--- src/rtl/fp_pkg.sv ---
// Shared IEEE-754 single-precision definitions for the CNN floating-point datapath
// (fp_mul_pipe today, fp_add revisions later).
package fp_pkg;

    localparam int unsigned FP_BIAS    = 127;
    localparam int unsigned FP_EXP_MAX = 255;
    localparam logic [31:0] FP_QNAN    = 32'h7FC0_0000;

    typedef struct packed {
        logic        sign;
        logic [7:0]  exp;
        logic [23:0] frac;      // hidden bit included
        logic        is_zero;
        logic        is_inf;
        logic        is_nan;
    } fp_unpacked_t;

    // Resolved operand-pair class, already in special-case priority order.
    typedef enum logic [1:0] {
        CLS_NORMAL,
        CLS_ZERO,
        CLS_INF,
        CLS_NAN
    } fp_class_e;

    // Denormals are flushed to zero: any word with a zero exponent is classed as zero.
    function automatic fp_unpacked_t fp_unpack_word(input logic [31:0] word);
        fp_unpacked_t u;
        u.sign    = word[31];
        u.exp     = word[30:23];
        u.frac    = {1'b1, word[22:0]};
        u.is_zero = (word[30:23] == 8'd0);
        u.is_inf  = (word[30:23] == 8'(FP_EXP_MAX)) && (word[22:0] == 23'd0);
        u.is_nan  = (word[30:23] == 8'(FP_EXP_MAX)) && (word[22:0] != 23'd0);
        return u;
    endfunction

endpackage

--- src/rtl/fp_unpack.sv ---
// Combinational operand classifier: splits one IEEE-754 single into fields
// and zero/inf/nan flags.
module fp_unpack
    import fp_pkg::*;
(
    input  logic [31:0] word,
    output logic        sign,
    output logic [7:0]  exp,
    output logic [23:0] frac,
    output logic        is_zero,
    output logic        is_inf,
    output logic        is_nan
);

    fp_unpacked_t u;

    assign u       = fp_unpack_word(word);
    assign sign    = u.sign;
    assign exp     = u.exp;
    assign frac    = u.frac;
    assign is_zero = u.is_zero;
    assign is_inf  = u.is_inf;
    assign is_nan  = u.is_nan;

endmodule

--- src/rtl/fp_mul_pipe.sv ---
// Three-stage pipelined single-precision multiplier (unpack, multiply, normalize/pack)
// with valid/ready flow control and a pass-through sideband tag.
module fp_mul_pipe
    import fp_pkg::*;
#(
    parameter int TAG_W         = 1,
    parameter int ROUND_NEAREST = 0
) (
    input  logic             clock,
    input  logic             reset,
    input  logic             in_valid,
    output logic             in_ready,
    input  logic [31:0]      a_fp,
    input  logic [31:0]      b_fp,
    input  logic [TAG_W-1:0] in_tag,
    output logic             out_valid,
    input  logic             out_ready,
    output logic             sign,
    output logic [7:0]       exponent,
    output logic [22:0]      mantissa,
    output logic [TAG_W-1:0] out_tag
);

    logic advance;

    // The whole pipe freezes together while the output register is held.
    assign advance  = ~(out_valid & ~out_ready);
    assign in_ready = advance;

    // ---------------------------------------------------------------- S1 unpack
    logic        ua_sign, ub_sign;
    logic [7:0]  ua_exp, ub_exp;
    logic [23:0] ua_frac, ub_frac;
    logic        ua_zero, ub_zero, ua_inf, ub_inf, ua_nan, ub_nan;

    fp_unpack u_unpack_a (
        .word    (a_fp),
        .sign    (ua_sign),
        .exp     (ua_exp),
        .frac    (ua_frac),
        .is_zero (ua_zero),
        .is_inf  (ua_inf),
        .is_nan  (ua_nan)
    );

    fp_unpack u_unpack_b (
        .word    (b_fp),
        .sign    (ub_sign),
        .exp     (ub_exp),
        .frac    (ub_frac),
        .is_zero (ub_zero),
        .is_inf  (ub_inf),
        .is_nan  (ub_nan)
    );

    logic signed [9:0] esum_c;
    fp_class_e         class_c;

    assign esum_c = $signed({2'b00, ua_exp}) + $signed({2'b00, ub_exp}) - $signed(10'(FP_BIAS));

    always_comb begin
        // NOTE: assign a default before any branch so no path leaves class_c unassigned (no latch).
        class_c = CLS_NORMAL;
        if (ua_nan || ub_nan || (ua_inf && ub_zero) || (ua_zero && ub_inf)) begin
            class_c = CLS_NAN;
        end else if (ua_inf || ub_inf) begin
            class_c = CLS_INF;
        end else if (ua_zero || ub_zero) begin
            class_c = CLS_ZERO;
        end
    end

    // ---------------------------------------------------------------- stage registers
    logic              s1_valid, s2_valid;
    logic              s1_sign, s2_sign;
    logic signed [9:0] s1_esum, s2_esum;
    logic [23:0]       s1_fa, s1_fb;
    logic [47:0]       s2_prod;
    fp_class_e         s1_class, s2_class;
    logic [TAG_W-1:0]  s1_tag, s2_tag;

    logic              res_sign;
    logic [7:0]        res_exp;
    logic [22:0]       res_man;

    always_ff @(posedge clock) begin
        // NOTE: sequential state uses non-blocking assignments so every stage samples pre-edge values.
        if (reset) begin
            s1_valid  <= 1'b0;
            s2_valid  <= 1'b0;
            out_valid <= 1'b0;
            sign      <= 1'b0;
            exponent  <= 8'd0;
            mantissa  <= 23'd0;
            out_tag   <= '0;
        end else if (advance) begin
            s1_valid  <= in_valid;
            s2_valid  <= s1_valid;
            out_valid <= s2_valid;
            if (s2_valid) begin
                sign     <= res_sign;
                exponent <= res_exp;
                mantissa <= res_man;
                out_tag  <= s2_tag;
            end
        end
    end

    // NOTE: payload registers carry no reset; the valid bits alone decide whether they mean anything.
    always_ff @(posedge clock) begin
        if (advance) begin
            s1_sign  <= ua_sign ^ ub_sign;
            s1_esum  <= esum_c;
            s1_fa    <= ua_frac;
            s1_fb    <= ub_frac;
            s1_class <= class_c;
            s1_tag   <= in_tag;

            s2_sign  <= s1_sign;
            s2_esum  <= s1_esum;
            s2_prod  <= {24'd0, s1_fa} * {24'd0, s1_fb};
            s2_class <= s1_class;
            s2_tag   <= s1_tag;
        end
    end

    // ---------------------------------------------------------------- S3 normalize / round / pack
    logic [22:0]       m_trunc;
    logic              guard_bit, sticky_bit, round_up;
    logic [23:0]       m_round;
    logic signed [9:0] e_norm, e_final;

    always_comb begin
        m_trunc    = s2_prod[45:23];
        guard_bit  = s2_prod[22];
        sticky_bit = |s2_prod[21:0];
        e_norm     = s2_esum;
        if (s2_prod[47]) begin
            m_trunc    = s2_prod[46:24];
            guard_bit  = s2_prod[23];
            sticky_bit = |s2_prod[22:0];
            e_norm     = s2_esum + 10'sd1;
        end

        // Ties go to even; a carry out of the fraction wraps it to 1.0 and bumps the exponent.
        round_up = (ROUND_NEAREST != 0) && guard_bit && (sticky_bit || m_trunc[0]);
        m_round  = {1'b0, m_trunc} + {23'd0, round_up};
        e_final  = m_round[23] ? e_norm + 10'sd1 : e_norm;

        res_sign = s2_sign;
        res_exp  = e_final[7:0];
        res_man  = m_round[22:0];

        case (s2_class)
            CLS_NAN: begin
                res_sign = FP_QNAN[31];
                res_exp  = FP_QNAN[30:23];
                res_man  = FP_QNAN[22:0];
            end
            CLS_INF: begin
                res_exp = 8'(FP_EXP_MAX);
                res_man = 23'd0;
            end
            CLS_ZERO: begin
                res_exp = 8'd0;
                res_man = 23'd0;
            end
            default: begin
                if (e_final >= $signed(10'(FP_EXP_MAX))) begin
                    res_exp = 8'(FP_EXP_MAX);
                    res_man = 23'd0;
                end else if (e_final <= 10'sd0) begin
                    res_exp = 8'd0;
                    res_man = 23'd0;
                end
            end
        endcase
    end

endmodule
--- config.mk ---
export PLATFORM = sky130hd
export DESIGN_NAME = fp_mul_pipe
export DESIGN_NICKNAME = d
export VERILOG_FILES = /design/src/rtl/fp_pkg.sv /design/src/rtl/fp_unpack.sv /design/src/rtl/fp_mul_pipe.sv
export SDC_FILE = /design/constraint.sdc
export NUM_CORES = 2
export LEC_CHECK = 0
export CORE_ASPECT_RATIO = 1.4
export CORE_MARGIN = 4
export CORE_UTILIZATION = 35
export CTS_BUF_LIST = sky130_fd_sc_hd__clkbuf_4
export CTS_CLUSTER_SIZE = 12
export DETAILED_ROUTE_END_ITERATION = 16
export GPL_TIMING_DRIVEN = 0
export PLACE_DENSITY = 0.51
export REMOVE_ABC_BUFFERS = 1
export SYNTH_ARGS = -nofsm -noshare
export SYNTH_HDL_FRONTEND = slang
export SYNTH_SLANG_ARGS = --single-unit
--- constraint.sdc ---
create_clock -name clock -period 16.7 [get_ports clock]
set_clock_uncertainty 0.1 [all_clocks]
set_input_delay 4.175 -clock clock [delete_from_list [all_inputs] [get_ports clock]]
set_output_delay 4.175 -clock clock [all_outputs]
set_load 0.03 [all_outputs]
After elaboration in Yosys (flattened, before gate mapping)
Index checks and enable logic that the tools add are counted.
Word-level totals
  bits in registers: 158
  output and inout port bits: 35
Cells by class
  add/subtract/negate cells: 3
  multiply operators: 1
  magnitude comparators: 2
  eq/ne operators: 5
  multiplexer cells: 11
  bitwise logic cells: 4
  reductions and logical operators: 21
Operator list (count)
  $mux 23: 3
  $mul 24x24->48: 1
  $logic_not 23->1: 2
  $pmux 23 s2: 1
  $reduce_bool 23->1: 2
  $eq 8x8->1 const B: 2
  $logic_not 8->1: 2
  $mux 8: 2
  $pmux 8 s2: 1
  $add 10x2->10 const B: 1
  $ge 10x9->1 const B: 1
  $le 10x1->1 const B: 1
  $mux 10: 1
  $sub 9x7->10 const B: 1
  $add 8x8->9: 1
  $logic_and 1x1->1: 6
  $reduce_or 2->1: 3
  $logic_or 1x1->1: 5
  $eq 2x2->1 const B: 2
  $mux 1: 3
  $eq 2x1->1 const B: 1
  $not 1->1: 2
  $reduce_and 2->1: 1
  $and 1x1->1: 1
  $xor 1x1->1: 1

Depth between registers and ports, before layout
  depth in word-level cells: 6
  mapped depth: 27

Modules after synthesis
From an unflattened synthesis, not the netlist that was laid out.
Second synthesis, totals
  cell total of the unflattened synthesis: 2523
  area, all modules: 24333.3 µm²
Modules (own cells, without submodules)
  fp_mul_pipe: times used 1, cells each 2423, area an instance 23632.7 µm², sequential area each 3753.6 µm²
  fp_unpack: times used 2, cells each 50, area an instance 350.3 µm², sequential area each 0.0 µm²

Worst setup path after synthesis
No wires, ideal clock.
  path kind: input -> output
  start point: input out_ready
  end point: output in_ready
  arrival: 7.340 ns
  data required time: 12.425 ns
  path slack: 5.085 ns
  cell stages on the path: 2
  cell sequence: nand2b_1 -> clkbuf_1
On the way
  longest elaborated chain between the ends: 3
Ends and longest elaborated chain
  start, declared: RTL line fp_mul_pipe.sv:17  | input logic out_ready,
  $not 1->1: RTL line fp_mul_pipe.sv:27  | assign advance = ~(out_valid & ~out_ready);
  $and 1x1->1: RTL line fp_mul_pipe.sv:27
  $not 1->1 (no source line)
  end, declared: RTL line fp_mul_pipe.sv:12  | output logic in_ready,
Every way passes these cells.

Final worst setup path
Same ends and word-level chain as after synthesis.

==> flow_metrics.tcl <==
set metrics [dict create \
    yosys_warnings 0 \
    reg2reg_slack_ps 8330 \
    wl_per_cell_um 19.9 \
    routed_wl_um 66800 \
    clock-root-buffer "clkbuf_4" \
    synth_area_per_cell_um2 9.63 \
    io_pins 104 \
    antenna_found_initial 2 \
    rsz0062_at_grt "no" \
    synthCells 2463 \
    cts_setup_buffers 0 \
    hold_class "reg -> reg" \
    die_w_um 228 \
    fin_nets 3217 \
    drc 0 \
    dieArea_mm2 0.0720 \
    cp.arrival_ps 6230 \
    path_class "in -> out" \
    cpMostUsedCell "clkdlybuf4s50_1" \
    max_freq_mhz 95.2 \
    ant_nets 0 \
    drive_gt1_share_pct 3.13 \
    post-route-period-util_pct 62.9 \
    status "finished, final reports clean" \
    hold_viol_final 0 \
    drtIter0Drc 838 \
    endpoint_kind "output pin" \
    yosys.area.top_type "fa_1" \
    synth_top_area_share_pct 40.7 \
    synth_seq_cells 135 \
    htreeDepth 4 \
    grt_pass1_vias 19019 \
    tritoncts "done" \
    cts.sinks 135 \
    async_reset_ff_share_pct 0 \
    dr.pass1.iters 5 \
    netlist-cell-type-count 69 \
    portBuffers 103 \
    tns_ps 0 \
    slew_viol_final 0 \
    busiest_layer "met2" \
    cp_data_required_time_ps 12430 \
    place_area_mm2 0.0255 \
    globalplace.congestion 0.884 \
    area_delta_synth_final_pct 8.74 \
    cts_resized 0 \
    insertion_delay_ps 580 \
    num-fill-cells 6716 \
    fp.dieH_um 316 \
    vias_per_cell 4.98 \
    crit_path_top_delay_cell "clkdlybuf4s50_1" \
    worst_path_largest_cell_delay_ps 740 \
    start_kind "primary input" \
    grt_use_met2_pct 35.7 \
    ys_seq_area_share_pct 15.6 \
    numCtsBuffers 17 \
    synth_edf_count 99 \
    ys.flop_type "edfxtp_1" \
    fin_crit_ps 10500 \
    initial_core_util_pct 35.5 \
    path_max_fanout 69 \
    hpwl_um 51300 \
    yosys-top-cells-count "inv_1, fa_1, nand2_1" \
    maxCapViolations 0 \
    synth_most_common_cell "inv_1" \
    gr-total-overflow 0 \
    maxSlewHeadroom_pct 2.78 \
    utilization_pct 38.6 \
    track_usage_pct 19.1 \
    met3_usage_pct 2.50 \
    synthTopCellsByArea "fa_1, edfxtp_1, ha_1, inv_1, and2_1" \
    post-place-cells 3317 \
    met1_usage_pct 22.4 \
    setup_viol 0 \
    instances_no_fill 3351 \
    worstPathCellList "clkdlybuf4s50_1, nand2b_4, buf_16, clkdlybuf4s50_1" \
    path_clk_slew_ps 130 \
    syn_area_mm2 0.0237 \
    grt_pass1_wl_um 106000 \
    hold_buffers 0 \
    core_area_mm2 0.0668 \
    tightest_slew_ps 1460 \
    grt_max_degree 70 \
    rows 112 \
    finalInstanceArea_mm2 0.0258 \
    vias 16697 \
    cts_buffer_depth 2 \
]
cell families (layout without fill, tap and decap cells):
| logic type | after synthesis | after routing | synth area share [%] |
|---|---|---|---|
| fa+ha+maj | 667 | 667 | 50.5 |
| compound gates | 166 | 166 | 4.81 |
| flops | 135 | 135 | 15.6 |
| buf+inv | 697 | 728 | 11.0 |
| simple gates | 729 | 729 | 15.3 |
| mux | 26 | 26 | 1.21 |
| xor+xnor | 43 | 43 | 1.59 |
| other cells | 0 | 2 | 0 |
cell type report:
cell class / instances / area (µm²) / share of cell area, %
Multi-Input combinational cell: 1631 / 17400 / 67.6
Sequential cell: 135 / 3690 / 14.3
Inverter: 591 / 2220 / 8.60
Tap cell: 855 / 1070 / 4.15
Timing Repair Buffer: 105 / 1070 / 4.14
Clock inverter: 14 / 173 / 0.670
Clock buffer: 18 / 135 / 0.524
Antenna cell: 2 / 5.00 / 0.0194
registers in the layout, indices dropped and copies added (netlist names), 2 cells and up:
register / count
s2_prod: 25
mantissa: 23
s1_fa: 23
s1_fb: 23
s1_esum: 10
s2_esum: 10
exponent: 8
s1_class: 2
s2_class: 2
layer usage:
layer	vias up	part of all wire, %
li1	7457	-
met1	8704	39
met2	418	53
met3	116	4.1
met4	2	3.8
met5	-	0.019
metrics by stage:
stage	hold WS [ps]	setup slack, ps
after global placement	302	3080
after detailed placement	305	6170
final	330	6200
after global routing	343	6080
after floorplan	300	5530
after CTS	332	6160
worst max-delay path, delay by kind of cell:
family / cells / cell delay (ps)
and+or+nand+nor: 1 / 450
buffers and inverters: 3 / 1540
layout by cell type, fill, tap and decap left out, types with 19 or more instances in the layout:
master	count
a21oi_1	45
a22oi_1	22
and2_1	242
clkdlybuf4s50_1	102
dfxtp_1	36
edfxtp_1	99
fa_1	482
ha_1	185
inv_1	588
mux2_2	22
nand2_1	293
nor2_1	85
o21ai_0	19
xnor2_1	25
final timing paths:
kind / startpoint / endpoint / cells after the start
setup / recovery: out_ready / in_ready / 4
hold reg to reg: s1_esum[8]$_DFFE_PN_ / s2_esum[8]$_DFFE_PN_ / 0
setup reg to reg: s1_fa[22]$_DFFE_PN_ / s2_prod[45]$_DFFE_PN_ / 21
hold / removal: s1_esum[8]$_DFFE_PN_ / s2_esum[8]$_DFFE_PN_ / 0
Power is left out: the tool's default activity adds up to more than one toggle a clock period on the data nets, which glitch-free logic cannot reach.
